$ cat config.mk
export PLATFORM = sky130hd
export DESIGN_NAME = matrix_stream_generator
export DESIGN_NICKNAME = d
export VERILOG_FILES = /design/src/rtl/matrix_stream_generator.sv
export SDC_FILE = /design/constraint.sdc
export NUM_CORES = 1
export LEC_CHECK = 0
export CORE_MARGIN = 4
export CORE_UTILIZATION = 59
export CTS_CLUSTER_SIZE = 30
export DETAILED_ROUTE_END_ITERATION = 10
export PLACE_DENSITY = 0.85
export SYNTH_ARGS = -nofsm -noshare
export SYNTH_HDL_FRONTEND = slang
export SYNTH_SLANG_ARGS = --single-unit
$ cat constraint.sdc
create_clock -name clk -period 4.4 [get_ports clk]
set_clock_uncertainty 0.2 [all_clocks]
set_input_delay 0.88 -clock clk [delete_from_list [all_inputs] [get_ports clk]]
set_output_delay 0.88 -clock clk [all_outputs]
set_load 0.005 [all_outputs]
$ cat src/rtl/matrix_stream_generator.sv
// matrix_stream_generator: AXI4-Stream source of row-major ROWS x COLS matrix batches
//   clk, reset        : clock, synchronous active-high reset
//   start             : pulse that begins a batch when idle
//   mode, const_value : pattern select and constant value, captured on an accepted start
//   repeat_en         : restart the batch automatically at batch end
//   input_r_*_0       : AXIS master (TVALID/TLAST/TDATA out, TREADY in)
//   busy, done        : batch in progress; one-cycle pulse after a non-repeating batch ends
module matrix_stream_generator #(
    parameter int          DATA_WIDTH   = 32,
    parameter int          ROWS         = 4,
    parameter int          COLS         = 4,
    parameter int          NUM_MATRICES = 2,
    parameter int          GAP_CYCLES   = 0,
    parameter logic [31:0] SEED         = 32'h00000001
) (
    input  logic                  clk,
    input  logic                  reset,
    input  logic                  start,
    input  logic [1:0]            mode,
    input  logic                  repeat_en,
    input  logic [DATA_WIDTH-1:0] const_value,
    output logic                  input_r_TVALID_0,
    output logic                  input_r_TLAST_0,
    output logic [DATA_WIDTH-1:0] input_r_TDATA_0,
    input  logic                  input_r_TREADY_0,
    output logic                  busy,
    output logic                  done
);
    localparam int          RW       = $clog2(ROWS + 1);
    localparam int          CW       = $clog2(COLS + 1);
    localparam int          MW       = $clog2(NUM_MATRICES + 1);
    localparam int          GW       = $clog2(GAP_CYCLES + 2);
    localparam logic [31:0] SEED_EFF = (SEED == 32'h0) ? 32'h1 : SEED;
    localparam logic [31:0] MASK     = 32'h80200003;
    localparam logic [GW-1:0] GAP_INIT = GW'(GAP_CYCLES > 0 ? GAP_CYCLES - 1 : 0);

    typedef enum logic [1:0] {IDLE, SEND, GAP} state_t;

    state_t                state_q, state_d;
    logic [RW-1:0]         row_q, row_d;
    logic [CW-1:0]         col_q, col_d;
    logic [MW-1:0]         mat_q, mat_d;
    logic [GW-1:0]         gap_q, gap_d;
    logic [DATA_WIDTH-1:0] cnt_q, cnt_d, const_q, const_d;
    logic [31:0]           lfsr_q, lfsr_d;
    logic [1:0]            mode_q, mode_d;
    logic                  done_q, done_d;
    logic [DATA_WIDTH-1:0] lfsr_data, pattern;
    logic                  valid, last_col, last_row, last_mat, accept;

    if (DATA_WIDTH <= 32) begin : g_narrow
        assign lfsr_data = lfsr_q[DATA_WIDTH-1:0];
    end else begin : g_wide
        assign lfsr_data = {{(DATA_WIDTH-32){1'b0}}, lfsr_q};
    end

    assign valid    = state_q == SEND;
    assign last_col = col_q == CW'(COLS - 1);
    assign last_row = row_q == RW'(ROWS - 1);
    assign last_mat = mat_q == MW'(NUM_MATRICES - 1);
    assign accept   = valid && input_r_TREADY_0;
    assign pattern  = mode_q == 2'd0 ? cnt_q :
                      mode_q == 2'd1 ? lfsr_data :
                      mode_q == 2'd2 ? DATA_WIDTH'(32'(row_q) == 32'(col_q)) : const_q;

    // Outputs come only from registered state, so they hold steady under backpressure.
    assign input_r_TVALID_0 = valid;
    assign input_r_TLAST_0  = valid && last_row && last_col;
    assign input_r_TDATA_0  = valid ? pattern : '0;
    assign busy             = state_q != IDLE;
    assign done             = done_q;

    always_comb begin
        state_d = state_q;
        row_d   = row_q;
        col_d   = col_q;
        mat_d   = mat_q;
        gap_d   = gap_q;
        cnt_d   = cnt_q;
        lfsr_d  = lfsr_q;
        mode_d  = mode_q;
        const_d = const_q;
        done_d  = 1'b0;
        case (state_q)
            IDLE: if (start) begin
                state_d = SEND;
                mode_d  = mode;
                const_d = const_value;
                cnt_d   = '0;
                lfsr_d  = SEED_EFF;
                row_d   = '0;
                col_d   = '0;
                mat_d   = '0;
            end
            SEND: if (accept) begin
                cnt_d  = cnt_q + 1'b1;
                lfsr_d = (lfsr_q >> 1) ^ (lfsr_q[0] ? MASK : 32'h0);
                col_d  = last_col ? '0 : col_q + 1'b1;
                row_d  = !last_col ? row_q : last_row ? '0 : row_q + 1'b1;
                if (last_col && last_row) begin
                    mat_d = last_mat ? '0 : mat_q + 1'b1;
                    if (last_mat && !repeat_en) begin
                        state_d = IDLE;
                        done_d  = 1'b1;
                    end else if (GAP_CYCLES > 0) begin
                        state_d = GAP;
                        gap_d   = GAP_INIT;
                    end
                end
            end
            GAP: begin
                state_d = gap_q == '0 ? SEND : GAP;
                gap_d   = gap_q == '0 ? gap_q : gap_q - 1'b1;
            end
            default: state_d = IDLE;
        endcase
    end

    always_ff @(posedge clk) begin
        if (reset) begin
            state_q <= IDLE;
            row_q   <= '0;
            col_q   <= '0;
            mat_q   <= '0;
            gap_q   <= '0;
            cnt_q   <= '0;
            lfsr_q  <= SEED_EFF;
            mode_q  <= '0;
            const_q <= '0;
            done_q  <= 1'b0;
        end else begin
            state_q <= state_d;
            row_q   <= row_d;
            col_q   <= col_d;
            mat_q   <= mat_d;
            gap_q   <= gap_d;
            cnt_q   <= cnt_d;
            lfsr_q  <= lfsr_d;
            mode_q  <= mode_d;
            const_q <= const_d;
            done_q  <= done_d;
        end
    end
endmodule

==> run metrics <==
status finished, final reports clean; die width 102 um; GRT overflow 0; CP startpoint kind flip-flop; Design Area, Final 0.00612 mm2; CTS tree yes; cell count after placement 789; clk buf depth 2; Post-route DRC 0; combined area of the multi-input logic cells 0.00283 mm2; Max Cap Violations 0; Tmin final 3.33 ns; remaining antenna violation count after routing 0; sequential cell area 0.00216 mm2; fill cell count 672; worst min-delay path category flip-flop to flip-flop; Post-synth EDFFs 0; RSZ-0062 raised after global routing no; vias per cell 5.95; VDD IR max 183 uV; pwr dens 286 mW/mm2; share of cells above drive strength 1 7.03%; Via Count 4,789; synth warn 0; setup TNS 0 ns; Cell Count, Final, Fillers Out 805; root buffer selected by CTS clkbuf_8; Die ar. 0.0104 mm2; Initial Util 60.3%; Post-CTS Hold Fix Bufs 0; Reg clk slew, reported paths 0.11 ns; final setup vio count 0; CTS resizes 0; slew margin rel. 29.3%; Placer Congestion 0.847; CTS H-tree depth 3; crit path capture type output port; CTS buffer count 9; clk sinks 108; I/O Pins 75; Max Fanout on Critical Path 23; 1st-iter DRT viols 349; Post-synth ARST share 0%; number of port buffers 74; postcts setup bufs 0; Post-DP Area 0.00595 mm2; Core Region 0.00868 mm2; Post-Syn Instances 645; vias in the first global route 4,376; initial antenna violation count 0; nets 734; syn nets 687; DIE HEIGHT 102 um; global-route wire length before repair 21,300 um; Synth Cell Area 0.00524 mm2; Synth-to-Final Area Change 16.9%; slew at the pin closest to its max-slew limit 1.06 ns; f_max 300 MHz; Final HPWL DP 9210 um; Seq cells post-synth 108; Critical Path RT 3.32 ns; worst-skew pair later-pin latency 0.38 ns; Final Routed Wirelength 13,400 um; dominant synthesized flop cell dfxtp_1; Setup CP Type flip-flop to output port; final slew viol count 0; arrival time worst endpoint 2.25 ns; Final Hold Fails 0; P_leak 2.09 nW; Initial DRT Pass Iterations 5; # rows 34; Netlist cell types 48; n_diodes 0; crit share post-route 75.8%; sequential share of the synthesized area 41.3%; Avg Inst Size Synth 8.12 um2; All-Layer GR Usage 25.6%; largest net degree at the start of global routing 57; Routed WL per cell 16.6 um
==> area by class of cell <==
type / count / area share [%]
tap: 108 / 2.21
clock buffer: 9 / 2.02
multi-input combinational: 486 / 46.2
timing repair buffer: 84 / 13.2
inverter: 3 / 0.184
sequential: 108 / 35.3
clock inverter: 7 / 0.797
==> cell usage after synthesis (6+ instances only) <==
cell | instances | area share (%)
nand2_1 | 107 | 7.7
a22oi_1 | 33 | 4.7
a21oi_1 | 51 | 4.9
mux2i_1 | 35 | 6.7
and4_1 | 6 | 1.0
nand3_1 | 30 | 2.9
mux2_2 | 9 | 1.9
o21ai_0 | 34 | 3.3
xor2_1 | 9 | 1.5
nor3_1 | 7 | 0.67
clkbuf_1 | 30 | 2.2
and3_1 | 6 | 0.72
buf_2 | 11 | 1.1
nand4_1 | 10 | 1.2
dfxtp_1 | 108 | 41
and2_1 | 35 | 4.2
nor2_1 | 64 | 4.6
==> placed cells by master, fill, tap and decap left out, types with 2 or more instances in the layout <==
cell	instances
clkdlybuf4s50_1	73
inv_1	3
a31oi_1	2
nand2_1	107
and4_1	6
mux2i_1	34
or3_1	4
o21ai_0	34
nor3b_1	4
mux2_2	9
nand3_1	30
or2_2	2
and3_1	6
nand4_1	10
clkbuf_8	9
nor2_1	64
or4_1	4
o311ai_0	3
nor2b_1	2
and2_1	35
a21oi_1	51
a22oi_1	33
o211ai_1	4
nor4_1	3
xnor2_1	3
inv_6	3
xor2_1	9
clkinv_2	3
buf_4	10
nor3_1	7
ha_1	3
dfxtp_1	107
==> layer usage <==
metal  routed length (um)  GRT usage [%]  part of all wire [%]
met4                  144           6.56                   1.1
met3                 1070           4.57                   8.0
met2                 6180           41.8                    46
met1                 5970           35.1                    45
met5                    0              0                     0
==> power by group <==
group	switching [mW]	internal (mW)	leakage (nW)	total, mW
combinational	0.106	0.0696	1.12	0.176
sequential	0.0140	1.00	0.877	1.01
clock	0.352	0.209	0.0902	0.561
total	0.472	1.28	2.09	1.75
==> per-stage QoR <==
step                worst slack, ns  hold slack [ns]  total power, mW  utilization, %
floorplan                      1.95            0.214             1.14               -
global placement               1.30            0.228             1.20            68.6
detailed placement             1.26            0.228             1.21            68.6
CTS                            1.11            0.247             1.75            70.5
global route                  0.984            0.275             1.81            70.5
finish                         1.07            0.250             1.75            70.5
==> worst max-delay path, cell delays in order, from the launching register on <==
cell and delay, ns:
dfxtp_2 0.36, buf_4 0.35, mux2i_1 0.13, nor2_1 0.18, a21oi_1 0.06, a21boi_0 0.24, clkdlybuf4s50_1 0.55
==> state kept, by name, indices dropped and copies added (netlist names) <==
signal     count
cnt_q         32
done           1
mat_q          2
lfsr_data     32
mode_q         2
const_q       32
row_q          3
col_q          3
state_q        1
==> logic make-up (layout without fill, tap and decap cells) <==
logic type | after synthesis | count (layout) | synth area share [%]
AOI/OAI and AO/OA | 131 | 131 | 14.8
xor gates and xnor gates | 12 | 12 | 2.01
adders and majority gates | 3 | 3 | 0.717
buffers and inverters | 51 | 103 | 4.83
DFF | 108 | 108 | 41.3
muxes | 44 | 44 | 8.63
and+or+nand+nor | 296 | 296 | 27.7
==> worst paths after layout <==
path,startpoint,endpoint,slack [ns],depth (start not counted)
worst max-delay path,mode_q[0]$_SDFFE_PP0P_,input_r_TDATA_0[0],1.07,6
worst min-delay path,mat_q[1]$_SDFFE_PP0P_,done$_SDFF_PP0_,0.25,1
worst max register to register,state_q[0]$_SDFFE_PP0P_,cnt_q[26]$_SDFFE_PP0P_,1.97,6
worst min register to register,mat_q[1]$_SDFFE_PP0P_,done$_SDFF_PP0_,0.25,1
Power figures use the tool's default switching activity.
